$ cat src/rtl/snes_joypad_port_if.sv
// Pad-side and console-side signals of one SNES controller port.
interface snes_joypad_port_if;
    logic [11:0] pad_btn;
    logic        pad_valid;
    logic [11:0] turbo_en;
    logic        vblank;
    logic        joy_strb;
    logic        joy_clk;
    logic [1:0]  joy_di;
    logic        pad_stale;

    // Port block side
    modport slave (
        input  pad_btn,
        input  pad_valid,
        input  turbo_en,
        input  vblank,
        input  joy_strb,
        input  joy_clk,
        output joy_di,
        output pad_stale
    );

    // Pad source / console side
    modport master (
        output pad_btn,
        output pad_valid,
        output turbo_en,
        output vblank,
        output joy_strb,
        output joy_clk,
        input  joy_di,
        input  pad_stale
    );
endinterface

$ cat src/rtl/snes_joypad_port.sv
// SNES controller port: holds the latest pad state, applies turbo and a
// staleness timeout, and serialises a 16-bit word to the console latch/clock.
module snes_joypad_port #(
    parameter int unsigned TIMEOUT_CYCLES = 2147483,
    parameter int unsigned TURBO_HALF     = 3
) (
    input  logic               clk,
    input  logic               reset_n,
    snes_joypad_port_if.slave  pad
);

    localparam int unsigned TMO_W = $clog2(TIMEOUT_CYCLES + 1) > 0 ? $clog2(TIMEOUT_CYCLES + 1) : 1;
    localparam int unsigned TRB_W = TURBO_HALF > 1 ? $clog2(TURBO_HALF) : 1;
    localparam int unsigned BTN_W = 12;
    localparam int unsigned WORD_W = 16;
    localparam int unsigned CNT_W = 5;

    localparam logic [TMO_W-1:0] TMO_MAX  = TMO_W'(TIMEOUT_CYCLES);
    localparam logic [TRB_W-1:0] TRB_LAST = TRB_W'(TURBO_HALF - 1);
    localparam logic [CNT_W-1:0] CNT_FULL = CNT_W'(WORD_W);

    logic [BTN_W-1:0]  live;
    logic [TMO_W-1:0]  tmo_cnt;
    logic              stale_q;
    logic              vblank_q;
    logic [TRB_W-1:0]  turbo_cnt;
    logic              turbo_phase;
    logic              jclk_q;
    logic              jclk_rise_q;
    logic [WORD_W-1:0] shift_reg;
    logic [CNT_W-1:0]  bit_cnt;

    logic [BTN_W-1:0]  eff_c;
    logic [WORD_W-1:0] port_word_c;

    // Capture pad samples and age them; a stale pad reads as all released.
    always_ff @(posedge clk or negedge reset_n) begin
        if (!reset_n) begin
            live    <= '0;
            tmo_cnt <= TMO_MAX;
            stale_q <= 1'b1;
        end else if (pad.pad_valid) begin
            live    <= pad.pad_btn;
            tmo_cnt <= '0;
            stale_q <= (TMO_MAX == TMO_W'(0));
        end else if (tmo_cnt != TMO_MAX) begin
            tmo_cnt <= tmo_cnt + TMO_W'(1);
            stale_q <= ((tmo_cnt + TMO_W'(1)) == TMO_MAX);
        end
    end

    // Count frames on vblank rising edges and flip the turbo phase on wrap.
    always_ff @(posedge clk or negedge reset_n) begin
        if (!reset_n) begin
            vblank_q    <= 1'b0;
            turbo_cnt   <= '0;
            turbo_phase <= 1'b0;
        end else begin
            vblank_q <= pad.vblank;
            if (pad.vblank && !vblank_q) begin
                if (turbo_cnt == TRB_LAST) begin
                    turbo_cnt   <= '0;
                    turbo_phase <= ~turbo_phase;
                end else begin
                    turbo_cnt <= turbo_cnt + TRB_W'(1);
                end
            end
        end
    end

    // Effective buttons and the raw-level port word (ID nibble reads released).
    always_comb begin
        eff_c       = (stale_q ? '0 : live) & ~(pad.turbo_en & {BTN_W{turbo_phase}});
        port_word_c = {4'hF, ~eff_c};
    end

    // Latch on strobe, shift on a registered joy_clk rise; strobe always wins.
    always_ff @(posedge clk or negedge reset_n) begin
        if (!reset_n) begin
            jclk_q      <= 1'b0;
            jclk_rise_q <= 1'b0;
            shift_reg   <= '1;
            bit_cnt     <= CNT_FULL;
        end else begin
            jclk_q      <= pad.joy_clk;
            jclk_rise_q <= pad.joy_clk & ~jclk_q & ~pad.joy_strb;
            if (pad.joy_strb) begin
                shift_reg <= port_word_c;
                bit_cnt   <= '0;
            end else if (jclk_rise_q) begin
                shift_reg <= {1'b0, shift_reg[WORD_W-1:1]};
                if (bit_cnt != CNT_FULL) begin
                    bit_cnt <= bit_cnt + CNT_W'(1);
                end
            end
        end
    end

    assign pad.joy_di    = {1'b1, shift_reg[0]};
    assign pad.pad_stale = stale_q;

endmodule

$ cat src/flat_wrapper.sv
// flat-port wrapper written by rule: the top's interface ports become plain ports
module snes_joypad_port_flat 
#(
    parameter int unsigned TIMEOUT_CYCLES = 2147483,
    parameter int unsigned TURBO_HALF     = 3
)
  (clk, reset_n, pad_pad_btn, pad_pad_valid, pad_turbo_en, pad_vblank, pad_joy_strb, pad_joy_clk, pad_joy_di, pad_pad_stale);
  snes_joypad_port_if pad_i ();
  input  logic clk;
  input  logic reset_n;
  input wire logic [$bits(pad_i.pad_btn)-1:0] pad_pad_btn;
  input wire logic [$bits(pad_i.pad_valid)-1:0] pad_pad_valid;
  input wire logic [$bits(pad_i.turbo_en)-1:0] pad_turbo_en;
  input wire logic [$bits(pad_i.vblank)-1:0] pad_vblank;
  input wire logic [$bits(pad_i.joy_strb)-1:0] pad_joy_strb;
  input wire logic [$bits(pad_i.joy_clk)-1:0] pad_joy_clk;
  output wire logic [$bits(pad_i.joy_di)-1:0] pad_joy_di;
  output wire logic [$bits(pad_i.pad_stale)-1:0] pad_pad_stale;
  assign pad_i.pad_btn = pad_pad_btn;
  assign pad_i.pad_valid = pad_pad_valid;
  assign pad_i.turbo_en = pad_turbo_en;
  assign pad_i.vblank = pad_vblank;
  assign pad_i.joy_strb = pad_joy_strb;
  assign pad_i.joy_clk = pad_joy_clk;
  assign pad_joy_di = pad_i.joy_di;
  assign pad_pad_stale = pad_i.pad_stale;
  snes_joypad_port #(.TIMEOUT_CYCLES(TIMEOUT_CYCLES), .TURBO_HALF(TURBO_HALF)) u_core (.clk(clk), .reset_n(reset_n), .pad(pad_i));
endmodule
$ cat config.mk
export PLATFORM = sky130hd
export DESIGN_NAME = snes_joypad_port_flat
export DESIGN_NICKNAME = d
export VERILOG_FILES = /design/src/rtl/snes_joypad_port_if.sv /design/src/rtl/snes_joypad_port.sv /design/src/flat_wrapper.sv
export SDC_FILE = /design/constraint.sdc
export NUM_CORES = 1
export LEC_CHECK = 0
export CAP_MARGIN = 25
export CORE_MARGIN = 2
export CORE_UTILIZATION = 45
export CTS_BUF_LIST = sky130_fd_sc_hd__clkbuf_2 sky130_fd_sc_hd__clkbuf_4 sky130_fd_sc_hd__clkbuf_8
export DETAILED_ROUTE_END_ITERATION = 16
export PLACE_DENSITY = 0.66
export SLEW_MARGIN = 20
export SYNTH_ARGS = -nofsm -noshare
export SYNTH_HDL_FRONTEND = slang
export SYNTH_SLANG_ARGS = --single-unit
$ cat constraint.sdc
create_clock -name clk -period 5.7 [get_ports clk]
set_input_delay 1.14 -clock clk [delete_from_list [all_inputs] [get_ports clk]]
set_output_delay 1.14 -clock clk [all_outputs]
set_load 0.05 [all_outputs]
==> results of run 1 <==
[synth_stat cells, types with 2 or more instances]
master    number  area (um2)
inv_1          4        15.0
ha_1           3        37.5
a211oi_1      13        97.6
dfrtp_1       31         776
and2_1         4        25.0
nor2b_1       14        87.6
a21oi_1        3        15.0
xnor2_1        9        78.8
nand4_1        6        37.5
nand2_1       31         116
dfstp_2       26         683
mux2_2        12         135
nand3_1       11        55.1
nand2b_1       2        12.5
and3_1         2        12.5
nor3b_1        3        22.5
buf_4          4        30.0
clkbuf_1       9        33.8
o21ai_0        5        25.0
a31oi_1       13        81.3
buf_2          7        35.0
nor3_1         4        20.0
a211o_1        3        26.3
buf_1          2        7.51
nor4_1         2        12.5
xor2_1        13         114
a21o_1         2        15.0
nor2_1        27         101
o31ai_1        2        15.0
mux2i_1        2        20.0
[worst max-delay path: cells and delay by family]
kind / cells / cell delay [ns]
AOI/OAI and AO/OA: 1 / 0.15
buffers and inverters: 2 / 0.63
and+or+nand+nor: 4 / 1.46
[power by group]
group	internal [mW]	leakage [nW]	switching (mW)
Sequential	0.456	0.668	0.0379
Combinational	0.0619	0.648	0.0539
Clock	0.262	0.117	0.165
[cells in the final DEF (no fill, tap or decap), types with 2 or more instances in the layout]
cell type        netlist  final
nor2_1                27     27
dfstp_2               26     26
xor2_1                13     13
clkbuf_8               0     10
dfrtp_1               31     31
mux2_2                12     12
buf_4                  4      2
nand4_1                6      6
nand2_1               31     31
clkdlybuf4s50_1        0     30
nor2b_1               14     14
xnor2_1                9      9
mux2i_1                2      2
inv_1                  4      4
a31oi_1               13     13
nor3_1                 4      4
a21oi_1                3      3
nor3b_1                3      3
and2_1                 4      4
o21ai_0                5      5
nand2b_1               2      2
clkinv_2               0      2
a211oi_1              13     13
o31ai_1                2      2
and3_1                 2      2
nor4_1                 2      2
ha_1                   3      3
a211o_1                3      3
a21o_1                 2      2
bufinv_16              0      2
nand3_1               11     11
[final timing paths]
kind,end,slack (ns),cells past startpoint
max,u_core.tmo_cnt[0],2.55,7
min,u_core.jclk_rise_q,0.40,1
max reg2reg,u_core.tmo_cnt[0],3.25,6
min reg2reg,u_core.jclk_rise_q,0.40,1
max in group asynchronous,u_core.tmo_cnt[9],4.28,2
min in group asynchronous,u_core.tmo_cnt[5],0.92,2
[cell type report]
class,instances,area (um2),share of cell area
sequential,57,1460,0.412
multi-input combinational,209,1420,0.401
timing repair buffer,33,320,0.0905
clock buffer,11,145,0.0410
tap,77,96.3,0.0272
clock inverter,5,78.8,0.0223
inverter,5,18.8,0.00530
[kinds of logic (layout without fill, tap and decap cells)]
group,after synthesis,after routing,synth area share
AOI/OAI and AO/OA,47,47,0.111
muxes,14,14,0.0515
adders and majority gates,3,3,0.0124
xor gates and xnor gates,22,22,0.0639
and+or+nand+nor,122,122,0.231
buffers and inverters,28,54,0.0452
DFF,57,57,0.484
other,1,1,0.00124
[per-layer routing]
layer	routed length, um	share of wire	vias up
met5	0	0	-
met1	3010	0.50	1078
met2	2780	0.46	46
li1	-	-	1073
met3	207	0.034	7
met4	72	0.012	0
[metrics by stage]
stage	power, mW	utilization	worst slack (ns)	hold slack [ns]	instance area [um2]
6_report	1.04	0.551	2.55	0.401	3540
5_1_grt	1.09	0.551	2.34	0.427	3540
4_1_cts	1.04	0.551	2.56	0.404	3540
3_5_place_dp	0.619	0.516	2.23	0.394	3310
3_3_place_gp	0.615	0.516	2.32	0.389	3310
2_1_floorplan	0.570	-	3.23	0.382	3020
==> qor.yml, run 1 <==
cts:
  root_buffer: "clkbuf_8"
  cts_max_level: 3
  cts_setup_buffers: 0
  clk_latency_ns: 0.34
  cts_sinks: 57
  clockBufferDepth: 2
  numCtsBuffers: 9
  cts_tree: "done"
  post_cts_resized: 0
  clkTransAtPathRegs_ns: 0.07
  hold_buffers: 0
global_routing:
  antenna_found_initial: 0
  grt_pass1_vias: 2117
  gr-max-usage-layer: "met2"
  gr-usage-met3: 0.0385
  grt_max_degree: 58
  use_met2: 0.263
  overflow: 0
  grt_pass1_wl_um: 10300
  grtUsageTotal: 0.179
  use_met1: 0.260
synthesis:
  synthArstFlopShare: 1.00
  ys_warn_count: 0
  synthFlopType: "dfrtp_1"
  yosysSeqAreaShare: 0.484
  syn_area_um2: 3020
  synth_edf_count: 0
  synth.distinct_cells: 55
  synth-seq-cells: 57
  synth_nets: 327
  syn_avg_cell_area_um2: 10.3
  syn_inst: 294
cells_and_area:
  largest_register_ffs: 22
  fin_cells: 397
  antenna_cells: 0
  nets: 348
  drive_gt1_frac: 0.209
  syn_to_final_growth_pct: 17.3
  fillers: 554
hold_path:
  hold_path.class: "reg2reg"
  min_from: "u_core.jclk_q"
sta:
  fin_skew_ns: 0.0125
  hold_viol: 0
  worst_pin_slew_ns: 0.923
  slew_headroom: 0.383
  tns_ns: 0
  drv_slew: 0
  rsz0062_at_grt: "false"
  setup_viol: 0
  period_share: 0.552
  min_period_ns: 3.15
  timing.fmax_mhz: 318
drt:
  wl_um: 6070
  drc: 0
  via_per_inst: 5.55
  first_pass_iters: 6
  wl_per_cell_um: 15.3
  antenna_left: 0
  route.vias.total: 2204
  first_iter_violations: 150
worst_setup_path:
  cp-start-kind: "primary input"
  cp-startpoint: "pad_pad_valid"
  worstReg2RegStart: "u_core.tmo_cnt[0]"
  worstPathRequired_ns: 5.93
  cp-end-kind: "register"
  path_class: "in2reg"
  crit_arrival_ns: 3.38
  slowest_delay_ns: 0.52
  cp_slowest_cell: "or2_1"
  cp_max_fo: 22
  crit_chain: "clkdlybuf4s50_1 -> buf_4 -> nor4_1 -> nand4_1 -> nor4b_4 -> or2_1 -> o21ai_0"
placed_design:
  gp_routability_congestion: 0.844
  dp_hpwl_um: 4080
  placed_cells: 381
  io_buffers: 31
floorplanning:
  die_x_um: 85.9
  rows: 29
  coreArea_um2: 6420
  io_pins: 33
  die_y_um: 85.9
  start_util: 0.470
  die-area_um2: 7370
power:
  p_per_area_nw_per_um2: 293
  vdd_ir_drop_max_mv: 0.135
  leakagePower_nw: 1.43
run:
  drv_cap: 0
outcome:
  outcome: "finished clean"
Power figures use the tool's default switching activity.
==> inputs of run 2 (changes only) <==
==> constraint.sdc (replaced) <==
create_clock -name clk -period 3 [get_ports clk]
set_input_delay 0.6 -clock clk [delete_from_list [all_inputs] [get_ports clk]]
set_output_delay 0.6 -clock clk [all_outputs]
set_load 0.05 [all_outputs]
==> run 2 against run 1 <==
  * Die area is the same
  * Critical path depth shrank 1
  * First-iteration DRC count shrank 13%
  * Sequential power grew 89%
  * Clock skew shrank 0.0023 ns
  * Hold slack lost 0.0075 ns
  * Wire length shrank 1.6%
  * Utilization shrank 0.059 points
  * Cell area shrank 0.11%
  * Critical path type is now reg2reg
  * Flip-flop and latch count is the same
  * Via count shrank 1.5%
==> qor.yml, run 2 (synthesized netlist as in run 1, its figures left out) <==
outcome:
  outcome: "finished clean"
sta:
  worst_pin_slew_ns: 0.821
  layout_setup_ws_ns: 0.577
  drv_slew: 0
  slew_headroom: 0.453
  timing.fmax_mhz: 413
  min_period_ns: 2.42
  tns_ns: 0
  rsz0062_at_grt: "false"
  fin_skew_ns: 0.0102
  hold_viol: 0
  period_share: 0.808
  setup_viol: 0
drt:
  wl_per_cell_um: 15.0
  route.vias.total: 2171
  drc: 0
  wl_um: 5970
  first_pass_iters: 6
  first_iter_violations: 130
  via_per_inst: 5.44
  antenna_left: 0
hold_path:
  hold_path.class: "in2async"
global_routing:
  grt_pass1_wl_um: 10200
  overflow: 0
  grt_max_degree: 58
  antenna_found_initial: 0
  grt_pass1_vias: 2114
  grtUsageTotal: 0.180
cts:
  cts_setup_buffers: 0
  clk_latency_ns: 0.34
  cts_sinks: 57
  cts_tree: "done"
  cts_max_level: 3
  clockBufferDepth: 2
  hold_buffers: 0
  post_cts_resized: 0
  numCtsBuffers: 9
  clkTransAtPathRegs_ns: 0.07
  root_buffer: "clkbuf_8"
power:
  intPower_mw: 1.39
  p_per_area_nw_per_um2: 533
  p_comb_frac: 0.117
  netSwitchingFraction: 0.261
  total_power_mw: 1.88
  seqPwrFrac: 0.497
  p_switching_mw: 0.491
  p_clk_frac: 0.386
  leakagePower_nw: 1.42
  vdd_ir_drop_max_mv: 0.458
floorplanning:
  die-area_um2: 7370
  die_x_um: 85.9
  die_y_um: 85.9
  start_util: 0.470
  rows: 29
  coreArea_um2: 6420
  io_pins: 33
placed_design:
  dp_hpwl_um: 4080
  gp_routability_congestion: 0.867
  io_buffers: 31
  dp_slack_ns: 0.220
worst_setup_path:
  cp_max_fo: 14
  cp-end-kind: "register"
  crit_arrival_ns: 2.62
  path_class: "reg2reg"
  cp-start-kind: "register"
  r2r_cells: 6
  worstPathRequired_ns: 3.19
cells_and_area:
  fillers: 573
  drive_gt1_frac: 0.214
  nets: 350
  antenna_cells: 0
  syn_to_final_growth_pct: 17.2
  ff_latch_area_um2: 1460
  multi_input_area_um2: 1420
  largest_register_ffs: 22
  final_cell_mix: "31 x nand2_1, 31 x dfrtp_1, 30 x clkdlybuf4s50_1"
run:
  drv_cap: 0
[run 2: changes by cell type in the layout (fill, tap and decap cells not counted)]
cell	change
clkinv_2	-1
clkinv_4	+1
bufinv_16	-1
buf_4	+2
clkinvlp_4	+2
clkbuf_4	-1
[run 2: path summary, 6_finish.rpt]
check	start	to	slack, ns
min	reset_n	u_core.tmo_cnt[17]	0.39
max	u_core.tmo_cnt[1]	u_core.tmo_cnt[13]	0.58
min reg2reg	u_core.jclk_q	u_core.jclk_rise_q	0.40
min in group clk	u_core.jclk_q	u_core.jclk_rise_q	0.40
max reg2reg	u_core.tmo_cnt[1]	u_core.tmo_cnt[13]	0.58
max in group asynchronous	reset_n	u_core.tmo_cnt[9]	2.13
[run 2: metrics by stage]
stage | hold slack [ns] | util | instances | instance area, um2
2_1_floorplan | 0.304 | - | 294 | 3020
3_3_place_gp | 0.390 | 0.518 | 383 | 3330
3_5_place_dp | 0.391 | 0.518 | 383 | 3330
4_1_cts | 0.400 | 0.550 | 399 | 3530
5_1_grt | 0.407 | 0.550 | 399 | 3530
6_report | 0.394 | 0.550 | 399 | 3530
[run 2: worst max-delay path: stages, from the launching register on]
cell and delay (ns):
dfstp_2 0.59, ha_1 0.25, nor4b_2 0.21, nand4_1 0.17
nor4b_4 0.44, or2_1 0.50, nor2_1 0.11
[run 2: final cells by class]
class,count,area share
timing repair buffer,35,0.0949
inverter,5,0.00531
tap,77,0.0273
sequential,57,0.413
clock buffer,10,0.0389
clock inverter,6,0.0191
multi-input combinational,209,0.402
[run 2: per-layer routing]
| metal | global-route usage | routed length (um) |
|---|---|---|
| met3 | 0.0346 | 173 |
| met5 | 0 | 0 |
| met1 | 0.264 | 2980 |
| met4 | 0.0909 | 142 |
| met2 | 0.252 | 2680 |
[run 2: power groups by stage]
| stage | logic, mW | clock network, mW | registers, mW |
|---|---|---|---|
| final | 0.221 | 0.727 | 0.935 |
| after global routing | 0.249 | 0.790 | 0.949 |
| after CTS | 0.226 | 0.743 | 0.936 |
| after detailed placement | 0.224 | 0 | 0.949 |
| after global placement | 0.220 | 0 | 0.948 |
| after floorplan | 0.172 | 0 | 0.911 |
==> inputs of run 3 (changes only) <==
==> constraint.sdc (replaced) <==
create_clock -name clk -period 2.5 [get_ports clk]
set_input_delay 0.5 -clock clk [delete_from_list [all_inputs] [get_ports clk]]
set_output_delay 0.5 -clock clk [all_outputs]
set_load 0.05 [all_outputs]
==> run 3 against run 2 <==
  * Clock power up 10%
  * Critical endpoint is now pad_pad_stale
  * Highest routed layer unchanged
  * Largest cell class unchanged
  * Combinational power is 21% higher
  * Utilization increased by 0.14 points
==> qor.yml, run 3 (synthesized netlist as in run 1, its figures left out) <==
cts:
  numCtsBuffers: 9
  cts_sinks: 57
  clk_latency_ns: 0.34
  cts_setup_buffers: 0
  hold_buffers: 0
  clkTransAtPathRegs_ns: 0.07
  cts_tree: "done"
  post_cts_resized: 0
  cts_max_level: 3
  clockBufferDepth: 2
  root_buffer: "clkbuf_8"
worst_setup_path:
  cp_slowest_cell: "clkdlybuf4s50_1"
  path_depth: 1
  cp_top_family: "buffers and inverters"
  worstPathRequired_ns: 2.00
  r2r_cells: 7
  crit_arrival_ns: 1.71
  cp-start-kind: "register"
  crit_chain: "clkdlybuf4s50_1"
  slowest_delay_ns: 0.81
  cp-end-kind: "primary output"
  r2r_slack_ns: 0.30
  path_class: "reg2out"
  cp_max_fo: 3
  path_buf_inv: 1
power:
  vdd_ir_drop_max_mv: 0.400
  p_switching_mw: 0.577
  p_comb_frac: 0.122
  p_per_area_nw_per_um2: 620
  seqPwrFrac: 0.512
  leakagePower_nw: 1.44
  total_power_mw: 2.20
  netSwitchingFraction: 0.263
  p_clk_frac: 0.366
  intPower_mw: 1.62
placed_design:
  io_buffers: 31
  dp_hpwl_um: 4290
  placed_cells: 387
  gp_routability_congestion: 0.892
drt:
  wl_per_cell_um: 15.3
  route.vias.total: 2198
  first_iter_violations: 103
  drc: 0
  first_pass_iters: 6
  via_per_inst: 5.45
  antenna_left: 0
  wl_um: 6160
global_routing:
  gr-usage-met3: 0.0375
  grt_max_degree: 29
  antenna_found_initial: 0
  use_met2: 0.272
  grtUsageTotal: 0.187
  use_met1: 0.264
  grt_pass1_wl_um: 10600
  gr-max-usage-layer: "met2"
  overflow: 0
  grt_pass1_vias: 2158
cells_and_area:
  drive_gt1_frac: 0.224
  multi_input_area_um2: 1420
  nets: 354
  ff_latch_area_um2: 1460
  fillers: 588
  syn_to_final_growth_pct: 17.5
  antenna_cells: 0
  largest_register_ffs: 22
  final_cell_mix: "31 x nand2_1, 31 x dfrtp_1, 30 x clkdlybuf4s50_1"
  fin_cells: 403
sta:
  timing.fmax_mhz: 453
  drv_slew: 0
  slew_headroom: 0.469
  period_share: 0.883
  rsz0062_at_grt: "false"
  min_period_ns: 2.21
  worst_pin_slew_ns: 0.797
  tns_ns: 0
  hold_viol: 0
  fin_skew_ns: 0.0105
  setup_viol: 0
floorplanning:
  coreArea_um2: 6420
  rows: 29
  die_y_um: 85.9
  die_x_um: 85.9
  start_util: 0.470
  die-area_um2: 7370
  io_pins: 33
run:
  drv_cap: 0
outcome:
  outcome: "finished clean"
hold_path:
  hold_path.class: "in2async"
-- run 3: cell count changes in the layout (fill, tap and decap cells not counted) --
cell / previous run / this run
clkbuf_4: 0 / 2
buf_4: 4 / 8
clkinv_4: 2 / 0
clkinvlp_4: 2 / 1
clkinv_2: 1 / 2
bufinv_16: 1 / 0
clkbuf_8: 10 / 11
-- run 3: worst paths after layout --
path	startpoint	end
hold reg to reg	u_core.jclk_q	u_core.jclk_rise_q
hold / removal	reset_n	u_core.live[6]
setup reg to reg	u_core.tmo_cnt[0]	u_core.pad.pad_stale
setup / recovery	u_core.pad.pad_stale	pad_pad_stale
max in group asynchronous	reset_n	u_core.pad.pad_stale
min in group clk	u_core.jclk_q	u_core.jclk_rise_q
-- run 3: final cells by class --
type,instances,area share
Multi-Input combinational cell,209,0.401
Inverter,5,0.00530
Tap cell,77,0.0272
Clock buffer,13,0.0470
Sequential cell,57,0.412
Timing Repair Buffer,39,0.103
Clock inverter,3,0.00494
-- run 3: routing by layer --
layer,up-vias,share of wire
li1,1086,-
met4,0,0.022
met5,-,0
met3,11,0.023
met2,30,0.45
met1,1071,0.51
-- run 3: power by group through the flow --
stage / registers [mW] / clock network [mW] / logic [mW]
global placement: 1.14 / 0 / 0.270
CTS: 1.13 / 0.820 / 0.274
floorplan: 1.09 / 0 / 0.206
global route: 1.14 / 0.858 / 0.302
detailed placement: 1.14 / 0 / 0.271
finish: 1.12 / 0.803 / 0.268
-- run 3: through the flow --
stage / hold WS (ns) / cell area, um2 / util / worst slack [ns]
floorplan: 0.204 / 3020 / - / 0.447
global placement: 0.390 / 3360 / 0.523 / 0.235
detailed placement: 0.397 / 3360 / 0.523 / 0.160
CTS: 0.186 / 3540 / 0.552 / 0.278
global route: 0.214 / 3540 / 0.552 / 0.0555
finish: 0.173 / 3540 / 0.552 / 0.292
